## src/rtl/sd30xx_rtc_scheduler.sv

```systemverilog
// SD30xx RTC transaction sequencer.
// Periodically reads the seven BCD time registers into a coherent snapshot.
// Runs the unlock / time-write / relock sequence on user request.
// At most one engine transaction is in flight, and a set request wins over a poll.
module sd30xx_rtc_scheduler #(
  parameter logic [7:0]  DEVICE_ID      = 8'h64,
  parameter int unsigned POLL_CYCLES    = 5_000_000,
  parameter int unsigned TIMEOUT_CYCLES = 1_000_000
) (
  input  logic        clk,
  input  logic        rst,
  input  logic        set_req,
  input  logic [55:0] set_time,
  output logic [55:0] time_out,
  output logic        time_valid,
  output logic        busy,
  output logic        err,
  output logic        err_timeout,
  output logic        i2c_wr_req,
  output logic        i2c_rd_req,
  output logic [15:0] i2c_addr,
  output logic        i2c_addr_mode,
  output logic [7:0]  i2c_wr_data,
  output logic [7:0]  i2c_device_id,
  input  logic [7:0]  i2c_rd_data,
  input  logic        i2c_rw_done,
  input  logic        i2c_ack
);

  localparam int unsigned PW = $clog2(POLL_CYCLES + 1);
  localparam int unsigned TW = $clog2(TIMEOUT_CYCLES + 1);

  typedef enum logic [2:0] {
    IDLE, RD_ISSUE, RD_WAIT, WR_ISSUE, WR_WAIT, FINISH
  } state_t;

  state_t        state;
  logic [PW-1:0] poll_cnt;
  logic          poll_tick;
  logic          set_pending;
  logic          poll_pending;
  logic [55:0]   set_buf;
  logic [55:0]   wr_buf;
  logic [55:0]   shadow;
  logic [2:0]    idx;
  logic [3:0]    step;
  logic [TW-1:0] tmo;
  logic          seq_ok;
  logic          seq_rd;
  logic [7:0]    step_addr;
  logic [7:0]    step_data;
  logic [2:0]    step_byte;

  assign busy          = (state != IDLE);
  assign i2c_addr_mode = 1'b0;
  assign i2c_device_id = DEVICE_ID;
  assign poll_tick     = (poll_cnt == PW'(POLL_CYCLES - 1));

  // Free-running poll interval counter; it keeps running while busy
  always_ff @(posedge clk) begin
    if (rst)            poll_cnt <= '0;
    else if (poll_tick) poll_cnt <= '0;
    else                poll_cnt <= poll_cnt + 1'b1;
  end

  // Register address / data for each step of the write sequence
  always_comb begin
    step_byte = 3'(step - 4'd2);
    step_addr = {5'd0, step_byte};
    step_data = wr_buf[{step_byte, 3'b000} +: 8];
    case (step)
      4'd0:    begin step_addr = 8'h10; step_data = 8'h80; end
      4'd1:    begin step_addr = 8'h0F; step_data = 8'h84; end
      4'd9:    begin step_addr = 8'h0F; step_data = 8'h00; end
      4'd10:   begin step_addr = 8'h10; step_data = 8'h00; end
      default: ;
    endcase
  end

  // Sequencer FSM with registered engine requests and status outputs
  always_ff @(posedge clk) begin
    if (rst) begin
      state        <= IDLE;
      set_pending  <= 1'b0;
      poll_pending <= 1'b1;
      set_buf      <= '0;
      wr_buf       <= '0;
      shadow       <= '0;
      idx          <= '0;
      step         <= '0;
      tmo          <= '0;
      seq_ok       <= 1'b0;
      seq_rd       <= 1'b0;
      time_out     <= '0;
      time_valid   <= 1'b0;
      err          <= 1'b0;
      err_timeout  <= 1'b0;
      i2c_wr_req   <= 1'b0;
      i2c_rd_req   <= 1'b0;
      i2c_addr     <= '0;
      i2c_wr_data  <= '0;
    end else begin
      i2c_wr_req <= 1'b0;
      i2c_rd_req <= 1'b0;
      time_valid <= 1'b0;

      case (state)
        IDLE: begin
          if (set_pending) begin
            // Snapshot the request so a set_req arriving mid-write cannot tear it
            set_pending <= 1'b0;
            wr_buf      <= set_buf;
            step        <= '0;
            seq_ok      <= 1'b1;
            seq_rd      <= 1'b0;
            state       <= WR_ISSUE;
          end else if (poll_pending) begin
            poll_pending <= 1'b0;
            idx          <= '0;
            seq_ok       <= 1'b1;
            seq_rd       <= 1'b1;
            state        <= RD_ISSUE;
          end
        end

        RD_ISSUE: begin
          i2c_rd_req <= 1'b1;
          i2c_addr   <= {8'h00, 5'd0, idx};
          tmo        <= TW'(TIMEOUT_CYCLES);
          state      <= RD_WAIT;
        end

        RD_WAIT: begin
          if (i2c_rw_done) begin
            if (i2c_ack) begin
              err    <= 1'b1;
              seq_ok <= 1'b0;
              state  <= FINISH;
            end else begin
              shadow[{idx, 3'b000} +: 8] <= i2c_rd_data;
              if (idx == 3'd6) begin
                state <= FINISH;
              end else begin
                idx   <= idx + 3'd1;
                state <= RD_ISSUE;
              end
            end
          end else begin
            tmo <= tmo - 1'b1;
            if (tmo == TW'(1)) begin
              err         <= 1'b1;
              err_timeout <= 1'b1;
              seq_ok      <= 1'b0;
              state       <= FINISH;
            end
          end
        end

        WR_ISSUE: begin
          i2c_wr_req  <= 1'b1;
          i2c_addr    <= {8'h00, step_addr};
          i2c_wr_data <= step_data;
          tmo         <= TW'(TIMEOUT_CYCLES);
          state       <= WR_WAIT;
        end

        WR_WAIT: begin
          if (i2c_rw_done) begin
            if (i2c_ack) begin
              // A NACK before the unlock completes aborts; after it, always relock
              err    <= 1'b1;
              seq_ok <= 1'b0;
              if (step <= 4'd1 || step == 4'd10) begin
                state <= FINISH;
              end else begin
                step  <= (step <= 4'd8) ? 4'd9 : 4'd10;
                state <= WR_ISSUE;
              end
            end else if (step == 4'd10) begin
              if (seq_ok) poll_pending <= 1'b1;
              state <= FINISH;
            end else begin
              step  <= step + 4'd1;
              state <= WR_ISSUE;
            end
          end else begin
            tmo <= tmo - 1'b1;
            if (tmo == TW'(1)) begin
              err         <= 1'b1;
              err_timeout <= 1'b1;
              seq_ok      <= 1'b0;
              state       <= FINISH;
            end
          end
        end

        FINISH: begin
          if (seq_ok) begin
            err         <= 1'b0;
            err_timeout <= 1'b0;
            if (seq_rd) begin
              time_out   <= shadow;
              time_valid <= 1'b1;
            end
          end
          state <= IDLE;
        end

        default: state <= IDLE;
      endcase

      // Placed after the FSM so a trigger in the same cycle as a clear wins
      if (poll_tick) poll_pending <= 1'b1;
      if (set_req) begin
        set_pending <= 1'b1;
        set_buf     <= set_time;
      end
    end
  end

endmodule

```

## config.mk

```make
export PLATFORM = sky130hd
export DESIGN_NAME = sd30xx_rtc_scheduler
export DESIGN_NICKNAME = d
export VERILOG_FILES = /design/src/rtl/sd30xx_rtc_scheduler.sv
export SDC_FILE = /design/constraint.sdc
export NUM_CORES = 1
export LEC_CHECK = 0
export ABC_AREA = 1
export CORE_MARGIN = 2
export CORE_UTILIZATION = 35
export CTS_CLUSTER_SIZE = 28
export DETAILED_ROUTE_END_ITERATION = 8
export GPL_ROUTABILITY_DRIVEN = 0
export PLACE_DENSITY = 0.63
export SYNTH_ARGS = -nofsm -noshare
export SYNTH_HDL_FRONTEND = slang
export SYNTH_SLANG_ARGS = --single-unit
```

## constraint.sdc

```tcl
create_clock -name clk -period 2.85 [get_ports clk]
set_input_delay 0.57 -clock clk [delete_from_list [all_inputs] [get_ports clk]]
set_output_delay 0.57 -clock clk [all_outputs]
set_load 0.005 [all_outputs]
```

## Word-level counts from Yosys, hierarchy flattened

Index checks and enable logic that the tools add are counted.

- Register bits: 310
- Input bits: 69
- Logic and storage cells: 148

- Add/subtract/negate cells: 6
- $lt $le $gt $ge: 2
- Eq/ne operators: 29
- Shifts and indexed selects: 3
- Mux-type cells: 55
- Bitwise gates (word level): 3
- Reduce and logical (&&, ||, !) cells: 30

Operators by type and width:

| cell | count |
|---|---|
| 56-bit bitwise mux | 1 |
| 8-bit by 8-bit variable shift with 56-bit output (first input constant) | 1 |
| 56-bit by 7-bit variable part select with 8-bit output | 1 |
| 8-bit by 8-bit variable part select with 56-bit output | 1 |
| 3-bit two-way mux | 15 |
| 20-bit case mux with 2 select lines | 1 |
| 16-bit case mux with 2 select lines | 1 |
| 2-bit inequality test (second input constant) | 12 |
| 8-bit case mux with 3 select lines | 1 |
| 23-bit by 1-bit adder with 23-bit output (second input constant) | 1 |
| 23-bit equality test (second input constant) | 1 |
| 1-bit two-way mux | 21 |
| 20-bit by 1-bit equality test with 1-bit output (second input constant) | 1 |
| 20-bit two-way mux | 1 |
| 4-bit two-way mux | 5 |
| 20-bit by 1-bit subtractor with 20-bit output (second input constant) | 1 |
| 2-bit nonzero test | 8 |
| 3-bit case mux with 5 select lines | 1 |
| 4-bit AND reduction | 3 |
| 6-bit AND reduction | 2 |
| 2-bit OR reduction | 6 |
| 5-bit case mux with 2 select lines | 1 |
| 3-bit equality test (second input constant) | 3 |
| 3-bit inequality test (second input constant) | 3 |
| other kinds (26) | 36 |

## Depth between registers and ports, before layout

Gate-level depths: netlist of run 1.

- Word-level depth: 6
- Gate-level depth with buffers: 12

## Worst setup path before layout of run 1

OpenSTA, ideal clock, no wires.

- Kind: flip-flop to flip-flop
- Start point: reg step[0]
- End point: reg i2c_wr_data[0]
- Arrival time: 2.039 ns
- Data required time: 2.780 ns
- Setup slack: 0.740 ns
- Cell stages (with the launch flop): 10
- Buffers on the path: 2
- Period minus slack after synthesis: 2.110 ns
- Cell sequence: dfxtp_1 > buf_2 > clkinv_1 > clkbuf_1 > ha_1 > nand3_1 > nand2_1 > nor3_1 > nand3_1 > a21oi_1

- Longest elaborated chain between the ends: 3
- Elaborated cells on any way between the ends: 8
- Classes of those cells: 1 x add/sub; 3 x eq/ne; 1 x shift; 1 x mux; 2 x reduce/logical

Ends and longest elaborated chain:

| item | RTL line | text |
|---|---|---|
| start, declared | 46 | `logic [3:0] step;` |
| start signal, assigned | 176 | `step <= (step <= 4'd8) ? 4'd9 : 4'd10;` |
| start signal, assigned | 183 | `step <= step + 4'd1;` |
| 3-bit by 2-bit subtractor with 3-bit output or 4-bit equality test (tied branches) | 68, 71 |  |
| 56-bit by 7-bit variable part select with 8-bit output or 2-bit OR reduction (tied branches) | - |  |
| 8-bit case mux with 3 select lines * | 71 | `case (step)` |
| end signal, assigned | 162 | `i2c_wr_data <= step_data;` |
| end, declared | 23 | `output logic [7:0] i2c_wr_data,` |

Mark *: on every way between the ends. The rest lies on a longest branch, timed or not.
A chain may end at the register's enable or synchronous reset.

## Worst setup path after layout of run 1

- Start point: reg state[1]
- End point: out busy

- Longest elaborated chain between the ends: 1

Ends and longest elaborated chain:

| item | RTL line | text |
|---|---|---|
| start, declared | 37 | `state_t state;` |
| start signal, assigned | 83 | `state <= IDLE;` |
| start signal, assigned | 116 | `state <= WR_ISSUE;` |
| start signal, assigned | 122 | `state <= RD_ISSUE;` |
| 3-bit nonzero test | 54 | `assign busy = (state != IDLE);` |
| end, declared | 16 | `output logic busy,` |

No other way between the ends.

==> flow_metrics.py, run 1 <==
metrics = {
    "synth": {
        "synth_top_family_by_area": "simple AND/OR/NAND/NOR gates",
        "syn_avg_cell_area_sq_um": 7.231,
        "synth_edf_count": 0,
        "ys_async_sr_fraction_pct": 0,
        "synth_compound_area_share_pct": 16.14,
        "synthesis.area_sq_um": 12500,
        "synth_commonest_cells": "383 x nor2_1, 299 x dfxtp_1, 239 x o21ai_0",
        "syn_inst": 1729,
        "synth.most_common_cell": "nor2_1",
        "synthXorXnorAreaFrac_pct": 0.7005,
        "synth_ff_type": "dfxtp_1",
        "yosys.cell_types.count": 39,
        "synth_top_area_share_pct": 47.87,
        "ys_ff_latch": 299,
        "muxShareOfSynthArea_pct": 0,
        "synthTopCellsByArea": "dfxtp_1 48%, nor2_1 11%, o21ai_0 9.6%, nand2_1 6.7%, a21oi_1 5.6%",
        "synth-adder-area-share_pct": 1.401,
        "ys_seq_area_share_pct": 47.87,
        "ys_warn_count": 0,
        "yosys.area.top_type": "dfxtp_1",
        "synthSimpleGateAreaFrac_pct": 25.62,
    },
    "placement": {
        "dp.cells": 2266,
        "port_buffers": 143,
        "hpwl_microns": 23360,
    },
    "layout": {
        "fin_cells": 2323,
        "synthToLayoutAreaGrowth_pct": 22.88,
        "seqCellArea_sq_um": 5986,
        "drive_above_1_share_pct": 5.424,
        "nNetsFinal": 1921,
        "multi_input_area_sq_um": 5567,
        "diodes": 0,
        "fillers": 3550,
    },
    "floorplanning": {
        "coreArea_sq_um": 35400,
        "initial_core_util_pct": 35.32,
        "die-area_sq_um": 37250,
        "ioPinCount": 164,
        "die_x_microns": 193.0,
        "rows": 69,
        "chipHeight_microns": 193.0,
    },
    "sta": {
        "finalCritPeriodShare_pct": 94.02,
        "setup_viol": 0,
        "max_freq_ghz": 0.3732,
        "slew_violations": 0,
        "finalClockSkew_ns": 0.02364,
        "grt_setup_unrepaired": "no",
        "hold_viol": 0,
        "fin_crit_ns": 2.679,
        "worst_pin_slew_ns": 0.6535,
        "relSlewSlack_pct": 56.39,
        "final.setup.tns_ns": 0,
    },
    "cts": {
        "cts_tree": "yes",
        "cts_sinks": 299,
        "clkLatencyLatePin_ns": 0.58,
        "cts_resized": 0,
        "htreeDepth": 1,
        "clockBufferDepth": 3,
        "numCtsBuffers": 31,
        "post_cts_buffers": 0,
        "clk_pin_slew_worst_paths_ns": 0.06,
        "ctsHoldBuffers": 0,
        "cts.root.buffer_cell": "clkbuf_16",
    },
    "outcome": {
        "outcome": "complete, no violations",
    },
    "worst_setup_path": {
        "cp_max_fo": 5,
        "reg2reg_to": "shadow[50]",
        "reg2reg_depth": 8,
        "reg2reg_slack_ns": 0.62,
        "path_class": "reg -> out",
        "cp-end-kind": "output pin",
        "startpoint": "state[1]",
        "reg2reg_from": "idx[0]",
        "worstPathArrival_ns": 2.11,
        "startpoint_type": "flip-flop",
        "cp.required_ns": 2.28,
    },
    "pwr": {
        "power_density_nw_per_um2": 800.8,
        "ir_drop_v": 0.0005505,
        "leakage_nw": 6.308,
    },
    "min_path": {
        "min_to": "poll_cnt[0]",
        "hp-class": "reg -> reg",
        "hold_start": "poll_cnt[0]",
        "hold_depth": 1,
    },
    "drt": {
        "first_pass_iters": 5,
        "ant_nets": 0,
        "wl_per_cell_microns": 14.36,
        "vias_per_cell": 4.867,
        "post-route-drc-count": 0,
        "wl_microns": 33370,
        "drtIter0Drc": 876,
        "vias": 11310,
    },
    "global_routing": {
        "grt_usage_pct": 17.68,
        "grt_max_degree": 102,
        "antenna_found_initial": 0,
        "grt_pass1_vias": 10690,
        "grt_overflow": 0,
        "grt_pass1_wl_microns": 53730,
    },
    "flow_run": {
        "drv.max_cap_violation_count": 0,
    },
}
how the worst max path moves through the flow:
stage	endpoint	slack [ns]	depth (start not counted)
3_3_place_gp	shadow[49]	0.41	8
5_1_grt	busy	0.06	5
3_5_place_dp	shadow[50]	0.39	8
2_1_floorplan	i2c_wr_data[0]	0.74	9
4_1_cts	busy	0.18	5
6_report	busy	0.17	5
logic make-up after synthesis:
group	Yosys count
other	2
AOI/OAI and AO/OA	395
xor gates and xnor gates	10
DFF	299
and+or+nand+nor	763
buffers and inverters	246
adders and majority gates	14
final cells by class:
type	count	area share, %
Multi-Input combinational cell	1202	36.23
Clock inverter	16	1.401
Tap cell	461	3.754
Sequential cell	299	38.96
Inverter	141	3.461
Timing Repair Buffer	163	10.51
Clock buffer	41	5.684
worst max-delay path, stage by stage, from the launching register on:
cell and delay, ns:
dfxtp_1 0.35, inv_1 0.11, nand2_1 0.12, nor2_1 0.26
inv_1 0.19, clkdlybuf4s50_1 0.49
metrics by stage:
stage | power, W | setup WS [ns] | area, sq um | hold slack [ns] | util, %
after global placement | 0.008083 | 0.4132 | 14270 | 0.4247 | 40.33
after floorplan | 0.007152 | 0.7402 | 12570 | 0.4132 | -
after detailed placement | 0.008125 | 0.3943 | 14270 | 0.4304 | 40.33
final | 0.01230 | 0.1705 | 15360 | 0.4367 | 43.40
after global routing | 0.01309 | 0.05704 | 15360 | 0.4546 | 43.40
after CTS | 0.01240 | 0.1799 | 15360 | 0.4395 | 43.40
flip-flops by register name, summed over array words and instances, names as in the netlist, 4 cells and up:
signal       flops
i2c_wr_data      8
poll_cnt        23
time_out        56
set_buf         56
shadow          56
wr_buf          56
i2c_addr         5
tmo             20
step             4
where the power goes:
group	leakage (nW)	internal [W]	switching [W]	total (W)
Sequential	2.44	0.00462	0.000258	0.00487
Clock	0.521	0.00253	0.00172	0.00425
Combinational	3.35	0.00108	0.00210	0.00318
Total	6.31	0.00823	0.00408	0.0123
metal layers:
| layer | wire [microns] | share of wire, % | track usage, % |
|---|---|---|---|
| met1 | 15660 | 47 | 23.89 |
| met3 | 1835 | 5.5 | 3.312 |
| met2 | 15440 | 46 | 29.40 |
| met4 | 439 | 1.3 | 3.904 |
| met5 | 0 | 0 | 0 |
placed cells by master, fill, tap and decap left out, types with 6 or more instances in the layout:
master	n
nor2_1	382
dfxtp_1	299
o21ai_0	239
nand2_1	223
clkdlybuf4s50_1	142
a21oi_1	139
inv_1	132
nand3_1	99
clkbuf_16	31
conb_1	20
buf_4	17
nand4_1	15
nor3_1	14
ha_1	14
xor2_1	9
o211ai_1	6
clkbuf_8	6
Power figures use the tool's default switching activity.
==> run 2, diff against run 1 <==
--- a/config.mk
+++ b/config.mk
@@ -6,6 +6,7 @@
 export NUM_CORES = 1
 export LEC_CHECK = 0
 export ABC_AREA = 1
+export CAP_MARGIN = 0
 export CORE_MARGIN = 2
 export CORE_UTILIZATION = 35
 export CTS_CLUSTER_SIZE = 28
==> results of run 2 <==
Final layout, timing and power as in run 1 (identical DEF).
